File: src/rtl/fetch_pkg.sv
// rtl/fetch_pkg.sv - shared types and constants for the instruction-fetch stage
package fetch_pkg;
  localparam int WORD_W = 32;
  localparam logic [WORD_W-1:0] DEFAULT_NOP_WORD = 32'h0000_0000;

  typedef enum logic [1:0] {
    IDLE = 2'd0,
    REQ  = 2'd1,
    ERR  = 2'd2
  } fetch_state_t;
endpackage

File: src/rtl/fetch_buf.sv
// rtl/fetch_buf.sv - single-entry instruction buffer: tag, data, valid, hit compare
module fetch_buf
  import fetch_pkg::*;
(
  input  logic              clk,
  input  logic              reset,
  input  logic              i_load,
  input  logic [WORD_W-1:0] i_load_pc,
  input  logic [WORD_W-1:0] i_load_data,
  input  logic [WORD_W-1:0] i_pc,
  output logic              o_hit,
  output logic [WORD_W-1:0] o_data
);
  logic              r_valid;
  logic [WORD_W-1:0] r_tag;
  logic [WORD_W-1:0] r_data;

  always_ff @(posedge clk or negedge reset) begin
    if (!reset) begin
      r_valid <= 1'b0;
      r_tag   <= '0;
      r_data  <= '0;
    end else if (i_load) begin
      r_valid <= 1'b1;
      r_tag   <= i_load_pc;
      r_data  <= i_load_data;
    end
  end

  assign o_hit  = r_valid && (r_tag == i_pc);
  assign o_data = r_data;
endmodule

File: src/rtl/fetch_unit.sv
// rtl/fetch_unit.sv - fetch stage: buffer hit returns instr, miss fetches over req/ack
module fetch_unit
  import fetch_pkg::*;
#(
  parameter int                TIMEOUT  = 16,
  parameter logic [WORD_W-1:0] NOP_WORD = DEFAULT_NOP_WORD
) (
  input  logic              clk,
  input  logic              reset,
  input  logic [WORD_W-1:0] pc,
  input  logic              flush,
  output logic [WORD_W-1:0] instr,
  output logic              instr_valid,
  output logic              stall,
  output logic              mem_req,
  output logic [WORD_W-1:0] mem_addr,
  input  logic              mem_ack,
  input  logic [WORD_W-1:0] mem_rdata,
  output logic              fetch_err
);
  localparam int TMO_W = $clog2(TIMEOUT) + 1;

  fetch_state_t      r_state;
  logic [WORD_W-1:0] r_req_addr;
  logic              r_drop;
  logic [TMO_W-1:0]  r_tmo_cnt;

  logic              w_tag_hit;
  logic              w_hit;
  logic              w_fill;
  logic              w_misaligned;
  logic [WORD_W-1:0] w_buf_data;

  assign w_misaligned = (pc[1:0] != 2'b00);
  // A flush arriving with the ack discards the word just like a pending drop.
  assign w_fill = (r_state == REQ) && mem_ack && !r_drop && !flush;

  fetch_buf u_buf (
    .clk         (clk),
    .reset       (reset),
    .i_load      (w_fill),
    .i_load_pc   (r_req_addr),
    .i_load_data (mem_rdata),
    .i_pc        (pc),
    .o_hit       (w_tag_hit),
    .o_data      (w_buf_data)
  );

  assign w_hit       = w_tag_hit && (r_state != ERR);
  assign instr       = w_hit ? w_buf_data : NOP_WORD;
  assign instr_valid = w_hit;
  assign stall       = !w_hit;
  assign mem_req     = (r_state == REQ);
  assign mem_addr    = (r_state == REQ) ? r_req_addr : '0;
  assign fetch_err   = (r_state == ERR);

  always_ff @(posedge clk or negedge reset) begin
    if (!reset) begin
      r_state    <= IDLE;
      r_req_addr <= '0;
      r_drop     <= 1'b0;
      r_tmo_cnt  <= '0;
    end else begin
      case (r_state)
        IDLE: begin
          if (w_misaligned) begin
            r_state <= ERR;
          end else if (!w_tag_hit) begin
            r_req_addr <= pc;
            r_tmo_cnt  <= '0;
            r_state    <= REQ;
          end
        end
        REQ: begin
          if (mem_ack) begin
            r_drop  <= 1'b0;
            r_state <= IDLE;
          end else begin
            if (flush) r_drop <= 1'b1;
            if (r_tmo_cnt == TMO_W'(TIMEOUT - 1)) begin
              r_tmo_cnt <= TMO_W'(TIMEOUT);
              r_state   <= ERR;
            end else begin
              r_tmo_cnt <= r_tmo_cnt + 1'b1;
            end
          end
        end
        ERR:     r_state <= ERR;
        default: r_state <= IDLE;
      endcase
    end
  end
endmodule

File: config.mk
export PLATFORM = sky130hd
export DESIGN_NAME = fetch_unit
export DESIGN_NICKNAME = d
export VERILOG_FILES = /design/src/rtl/fetch_pkg.sv /design/src/rtl/fetch_buf.sv /design/src/rtl/fetch_unit.sv
export SDC_FILE = /design/constraint.sdc
export NUM_CORES = 1
export LEC_CHECK = 0
export BUFFER_PORTS_ARGS = -buffer_cell sky130_fd_sc_hd__buf_2
export CORE_UTILIZATION = 50
export DETAILED_ROUTE_END_ITERATION = 10
export PLACE_DENSITY = 0.88
export SLEW_MARGIN = 5
export SYNTH_ARGS = -nofsm -noshare
export SYNTH_HDL_FRONTEND = slang
export SYNTH_SLANG_ARGS = --single-unit
File: constraint.sdc
create_clock -name clk -period 4.95 [get_ports clk]
set_input_delay 0.99 -clock clk [delete_from_list [all_inputs] [get_ports clk]]
set_output_delay 0.99 -clock clk [all_outputs]
set_load 0.01 [all_outputs]
==> impl_metrics.env, run 1 <==
export IMPL_ctsResizeCount=0
export IMPL_drive_gt1_share_pct=47.9
export IMPL_power_density_mw_per_mm2=276
export IMPL_die_area_mm2=0.0105
export IMPL_clock_path_buffers=2
export IMPL_tns_ns=0
export IMPL_rows=36
export IMPL_critPathMaxStageDelay_ns=0.52
export IMPL_clk_pin_slew_worst_paths_ns=0.09
export IMPL_hold_violations=0
export IMPL_path_buf_inv=3
export IMPL_overflow=0
export IMPL_path_delay_family="simple AND/OR/NAND/NOR gates"
export IMPL_maxCapViolCount=0
export IMPL_power_frac_seq_pct=56.6
export IMPL_crit_start="pc[2]"
export IMPL_wl_per_cell_um=15.4
export IMPL_slew_violations=0
export IMPL_fmax_ghz=0.249
export IMPL_fin_nets=587
export IMPL_routabilityCongestion=0.769
export IMPL_max_slew_margin_pct=30.2
export IMPL_r2r_setup_slack_ns=1.78
export IMPL_synthAdderAreaFrac_pct=0.498
export IMPL_cts_root_buf="clkbuf_8"
export IMPL_dpl_hpwl_mm=7.07
export IMPL_worst_ep_arrival_time_ns=3.03
export IMPL_ys_ff_latch=105
export IMPL_grt_max_degree=66
export IMPL_routed_wirelength_mm=10.1
export IMPL_finalClockSkew_ns=0.0149
export IMPL_htreeDepth=3
export IMPL_synthDistinctLibCells=37
export IMPL_grt_use_total_pct=20.5
export IMPL_num_vias=3351
export IMPL_hp_class="flop to flop"
export IMPL_fp_dieW_um=102
export IMPL_antenna_found_initial=0
export IMPL_cts_tree="yes"
export IMPL_portBuffers=135
export IMPL_worst_path_max_fanout=34
export IMPL_placed_cells=639
export IMPL_synth_compound_area_share_pct=2.12
export IMPL_final_area_mm2=0.00600
export IMPL_vias_per_cell=5.12
export IMPL_drt_iter0_drc=147
export IMPL_io_pins=136
export IMPL_regToRegStartpoint="r_state[1]"
export IMPL_criticalPathCategory="primary input to output port"
export IMPL_postCtsSetupBuffers=0
export IMPL_synth_cells=386
export IMPL_synth_simple_area_share_pct=14.1
export IMPL_tightest_slew_ns=1.05
export IMPL_critPathRequiredTime_ns=3.96
export IMPL_ff2ff_path_depth=4
export IMPL_worstSetupStartpointType="primary input"
export IMPL_area_delta_synth_final_pct=19.4
export IMPL_clkPwrFrac_pct=35.2
export IMPL_synth_area_mm2=0.00502
export IMPL_core_area_mm2=0.00977
export IMPL_yosysSeqAreaShare_pct=52.3
export IMPL_synth_area_mux_share_pct=23.1
export IMPL_diodes=0
export IMPL_combPwrFrac_pct=8.2
export IMPL_synth_top_family_by_area="multiplexers"
export IMPL_switchingPower_uw=384
export IMPL_finalCriticalPeriod_ns=4.02
export IMPL_synth_warnings=0
export IMPL_post_synth_cell_area_avg_um2=13.0
export IMPL_cts_buffers=9
export IMPL_worstPathCellList="buf_2 -> xnor2_1 -> nand3_1 -> or4_1 -> nor4_1 -> and2b_1 -> buf_4 -> and2_1 -> buf_2"
export IMPL_cts_hold_buf=0
export IMPL_start_util_pct=51.4
export IMPL_setup_viol=0
export IMPL_rsz0062_at_grt="no"
export IMPL_p_total_mw=1.66
export IMPL_finalCritPeriodShare_pct=81.2
export IMPL_hold_worst_slack_ns=0.504
export IMPL_crit_path_end_kind="output port"
export IMPL_ant_nets=0
export IMPL_ir_worst_vdd_mv=0.179
export IMPL_grt_pass1_vias=3391
export IMPL_drt_pass1_iter_count=4
export IMPL_instances_no_fill=655
export IMPL_synth_xor_area_share_pct=5.40
export IMPL_status="finished, final reports clean"
export IMPL_cp_slowest_cell="or4_1"
export IMPL_fillCellCount=772
export IMPL_p_int_mw=1.27
export IMPL_r2r_end="u_buf.r_tag[5]"
export IMPL_switching_share_pct=23.2
export IMPL_die_height_um=102
export IMPL_leakagePower_nw=3.22
export IMPL_endpoint="instr[18]"
export IMPL_crit_top_cell="buf_2"
export IMPL_grt_pass1_wl_mm=16.2
export IMPL_drc=0
export IMPL_cp_depth=9
export IMPL_placed_area_mm2=0.00578
export IMPL_clock_latency_ns=0.38
export IMPL_syn_nets=456
export IMPL_clkSinkCount=105
## worst min path at each step
| stage | startpoint | end | slack (ns) | cells after the start |
|---|---|---|---|---|
| floorplan | u_buf.r_valid | u_buf.r_valid | 0.46 | 1 |
| global placement | u_buf.o_data[25] | u_buf.o_data[25] | 0.48 | 1 |
| detailed placement | u_buf.o_data[19] | u_buf.o_data[19] | 0.49 | 1 |
| CTS | u_buf.o_data[25] | u_buf.o_data[25] | 0.51 | 1 |
| global route | u_buf.o_data[21] | u_buf.o_data[21] | 0.52 | 1 |
| finish | u_buf.o_data[25] | u_buf.o_data[25] | 0.50 | 1 |
## sequential cells by signal, indices dropped and copies added (netlist names)
name,count
r_drop,1
r_req_addr,32
r_state,2
r_tmo_cnt,5
u_buf.o_data,32
u_buf.r_tag,32
u_buf.r_valid,1
## cell type report
cell class              instances  area, um^2  area share [%]
flip-flops and latches        105        2630            43.8
repair buffers                137         693            11.5
well taps                     133         166            2.77
inverters                       4        15.0           0.250
clock buffers                  10         128            2.13
multi-input cells             260        2280            38.0
clock inverters                 6        90.1            1.50
## kinds of logic (layout without fill, tap and decap cells)
kind of cell / count (synthesis) / in the layout
AO/OA/AOI/OAI: 18 / 18
XOR/XNOR: 31 / 31
adder cells (fa/ha/maj): 2 / 2
buffers and inverters: 21 / 157
flip-flops: 105 / 105
multiplexers: 94 / 94
AND/OR/NAND/NOR: 115 / 115
## synth_stat cells
master      n  area share, %
o31ai_1     2           0.30
and2_1     64            8.0
nand2_1     6           0.45
buf_6       2           0.45
o21bai_1    1           0.15
clkbuf_1   12           0.90
nand4_1     4           0.50
nor3_1      1           0.10
mux2_4     27            8.1
a22oi_1     1           0.15
or4_1       1           0.15
a21oi_1     8           0.80
xor2_1     22            3.8
nor4_1      7           0.87
and3_1      2           0.25
ha_1        2           0.50
nor3b_1     2           0.30
and2_4      1           0.17
and2b_1     1           0.15
xnor2_1     9            1.6
o31a_1      1           0.17
nand3_1     4           0.40
or4b_4      1           0.27
dfrtp_1   105             52
o211ai_1    1           0.15
nor4_2      1           0.25
inv_1       4           0.30
nor2_1      7           0.52
or3_1       1           0.12
nor2b_1     4           0.50
nand4b_1    1           0.17
buf_12      2           0.80
nor4b_1     1           0.17
nand2b_1    6           0.75
o21ai_0     4           0.40
mux2_2     67             15
buf_2       1           0.10
## stage by stage
stage | setup WS, ns | util [%]
finish | 0.933 | 61.4
global route | 0.741 | 61.4
CTS | 0.910 | 61.4
detailed placement | 0.922 | 59.2
global placement | 1.02 | 59.2
floorplan | 1.28 | -
## cells in the final DEF (no fill, tap or decap), types with 2 or more instances in the layout
master	count
a21oi_1	8
and2_1	64
and3_1	2
buf_2	134
buf_4	3
bufinv_16	2
clkbuf_8	9
dfrtp_1	105
ha_1	2
inv_1	4
mux2_2	67
mux2_4	27
nand2_1	6
nand2b_1	6
nand3_1	3
nand4_1	4
nor2_1	7
nor2b_1	4
nor3b_1	2
nor4_1	7
o21ai_0	4
o31ai_1	2
xnor2_1	9
xor2_1	22
## power groups by stage
stage,logic [mW],clock network (mW),registers (mW)
after floorplan,0.0760,0,0.942
after global placement,0.131,0,0.950
after detailed placement,0.137,0,0.955
after CTS,0.138,0.596,0.938
after global routing,0.150,0.634,0.945
final,0.135,0.583,0.938
## metal layers
| metal | vias up | part of all wire (%) | GRT usage [%] |
|---|---|---|---|
| met2 | 110 | 49 | 33.6 |
| li1 | 1581 | - | - |
| met4 | 0 | 1.8 | 9.12 |
| met5 | - | 0 | 0 |
| met3 | 20 | 6.4 | 6.02 |
| met1 | 1640 | 43 | 25.3 |
(Power assumes the default switching activity.)
==> run 2: changes to the inputs <==
==> constraint.sdc (replaced) <==
create_clock -name clk -period 4 [get_ports clk]
set_input_delay 0.8 -clock clk [delete_from_list [all_inputs] [get_ports clk]]
set_output_delay 0.8 -clock clk [all_outputs]
set_load 0.01 [all_outputs]
==> impl_metrics.env, run 2 (synthesis gave the netlist of run 1 again) <==
export IMPL_combPwrFrac_pct=8.2
export IMPL_power_density_mw_per_mm2=339
export IMPL_clock_latency_ns=0.37
export IMPL_clock_path_buffers=2
export IMPL_critPathMaxStageDelay_ns=0.53
export IMPL_area_delta_synth_final_pct=19.4
export IMPL_slew_violations=0
export IMPL_num_vias=3378
export IMPL_crit_path_end_kind="output port"
export IMPL_path_buf_inv=3
export IMPL_overflow=0
export IMPL_dp_slack_ns=0.333
export IMPL_p_total_mw=2.04
export IMPL_status="finished, final reports clean"
export IMPL_rsz0062_at_grt="no"
export IMPL_switchingPower_uw=451
export IMPL_maxCapViolCount=0
export IMPL_drc=0
export IMPL_hold_violations=0
export IMPL_grt_pass1_wl_mm=15.9
export IMPL_max_slew_margin_pct=37.4
export IMPL_diodes=0
export IMPL_cp_slowest_cell="or4_1"
export IMPL_fin_ws_ns=0.287
export IMPL_drt_pass1_iter_count=4
export IMPL_clk_pin_slew_worst_paths_ns=0.08
export IMPL_worst_ep_arrival_time_ns=2.91
export IMPL_ctsResizeCount=0
export IMPL_dpl_hpwl_mm=7.20
export IMPL_r2r_setup_slack_ns=1.17
export IMPL_drt_iter0_drc=125
export IMPL_cts_root_buf="clkbuf_8"
export IMPL_worstPathCellList="buf_2 -> xnor2_1 -> nand3_1 -> or4_1 -> nor4_1 -> and2b_1 -> buf_4 -> and2_1 -> buf_2"
export IMPL_vias_per_cell=5.16
export IMPL_hp_class="flop to flop"
export IMPL_io_pins=136
export IMPL_final_area_mm2=0.00600
export IMPL_ant_nets=0
export IMPL_clkSinkCount=105
export IMPL_worst_path_max_fanout=34
export IMPL_fin_nets=588
export IMPL_finalClockSkew_ns=0.0117
export IMPL_portBuffers=135
export IMPL_critPathRequiredTime_ns=3.20
export IMPL_start_util_pct=51.4
export IMPL_grt_pass1_vias=3414
export IMPL_ff2ff_path_depth=4
export IMPL_hold_worst_slack_ns=0.501
export IMPL_fp_dieW_um=102
export IMPL_crit_top_cell="buf_2"
export IMPL_tns_ns=0
export IMPL_antenna_found_initial=0
export IMPL_die_height_um=102
export IMPL_cts_hold_buf=0
export IMPL_ir_worst_vdd_mv=0.275
export IMPL_fmax_ghz=0.269
export IMPL_criticalPathCategory="primary input to output port"
export IMPL_htreeDepth=3
export IMPL_finalCriticalPeriod_ns=3.71
export IMPL_power_frac_seq_pct=57.0
export IMPL_routed_wirelength_mm=10.0
export IMPL_layout_commonest_cell="buf_2"
export IMPL_placed_area_mm2=0.00579
export IMPL_rows=36
export IMPL_post_route_util_pct=61.4
export IMPL_placed_cells=640
export IMPL_finalCritPeriodShare_pct=92.8
export IMPL_hp_start="u_buf.o_data[28]"
export IMPL_tightest_slew_ns=0.939
export IMPL_cts_tree="yes"
export IMPL_routabilityCongestion=0.754
export IMPL_p_int_mw=1.58
export IMPL_drive_gt1_share_pct=47.7
export IMPL_switching_share_pct=22.2
export IMPL_grt_use_total_pct=20.0
export IMPL_core_area_mm2=0.00977
export IMPL_min_path_cells=1
export IMPL_regToRegStartpoint="r_state[1]"
export IMPL_die_area_mm2=0.0105
export IMPL_grt_max_degree=76
export IMPL_setup_viol=0
export IMPL_wl_per_cell_um=15.3
export IMPL_cts_buffers=9
export IMPL_postCtsSetupBuffers=0
export IMPL_final_cell_mix="buf_2, dfrtp_1, mux2_2, and2_1, mux2_4"
export IMPL_leakagePower_nw=3.23
export IMPL_r2r_end="u_buf.o_data[9]"
export IMPL_instances_no_fill=655
export IMPL_path_delay_family="simple AND/OR/NAND/NOR gates"
export IMPL_crit_start="pc[2]"
export IMPL_clkPwrFrac_pct=34.7
export IMPL_worstSetupStartpointType="primary input"
export IMPL_min_to="u_buf.o_data[28]"
## run 2: cell type report
class	count	area, um^2
Timing Repair Buffer	138	701
Fill cell	790	3770
Tap cell	133	166
Clock inverter	3	65.1
Clock buffer	12	145
Multi-Input combinational cell	260	2280
Inverter	4	15.0
Sequential cell	105	2630
## run 2: how the worst max path moves through the flow
stage	to	slack (ns)	cells past startpoint
finish	instr[9]	0.29	9
global route	instr[27]	0.09	9
CTS	instr[11]	0.26	9
detailed placement	instr[11]	0.33	9
global placement	instr[11]	0.45	9
floorplan	instr[10]	0.71	7
## run 2: per-layer routing
metal / GRT usage (%) / up-vias / part of all wire [%]
met4: 9.78 / 0 / 2.4
met1: 22.8 / 1666 / 41
met5: 0 / - / 0
li1: - / 1586 / -
met3: 5.47 / 20 / 5.7
met2: 34.8 / 106 / 51
## run 2: power by group through the flow
stage | clock network (mW) | logic [mW] | registers (mW)
6_report | 0.707 | 0.168 | 1.16
4_1_cts | 0.721 | 0.171 | 1.16
3_3_place_gp | 0 | 0.162 | 1.18
2_1_floorplan | 0 | 0.0941 | 1.17
5_1_grt | 0.763 | 0.185 | 1.17
3_5_place_dp | 0 | 0.170 | 1.18
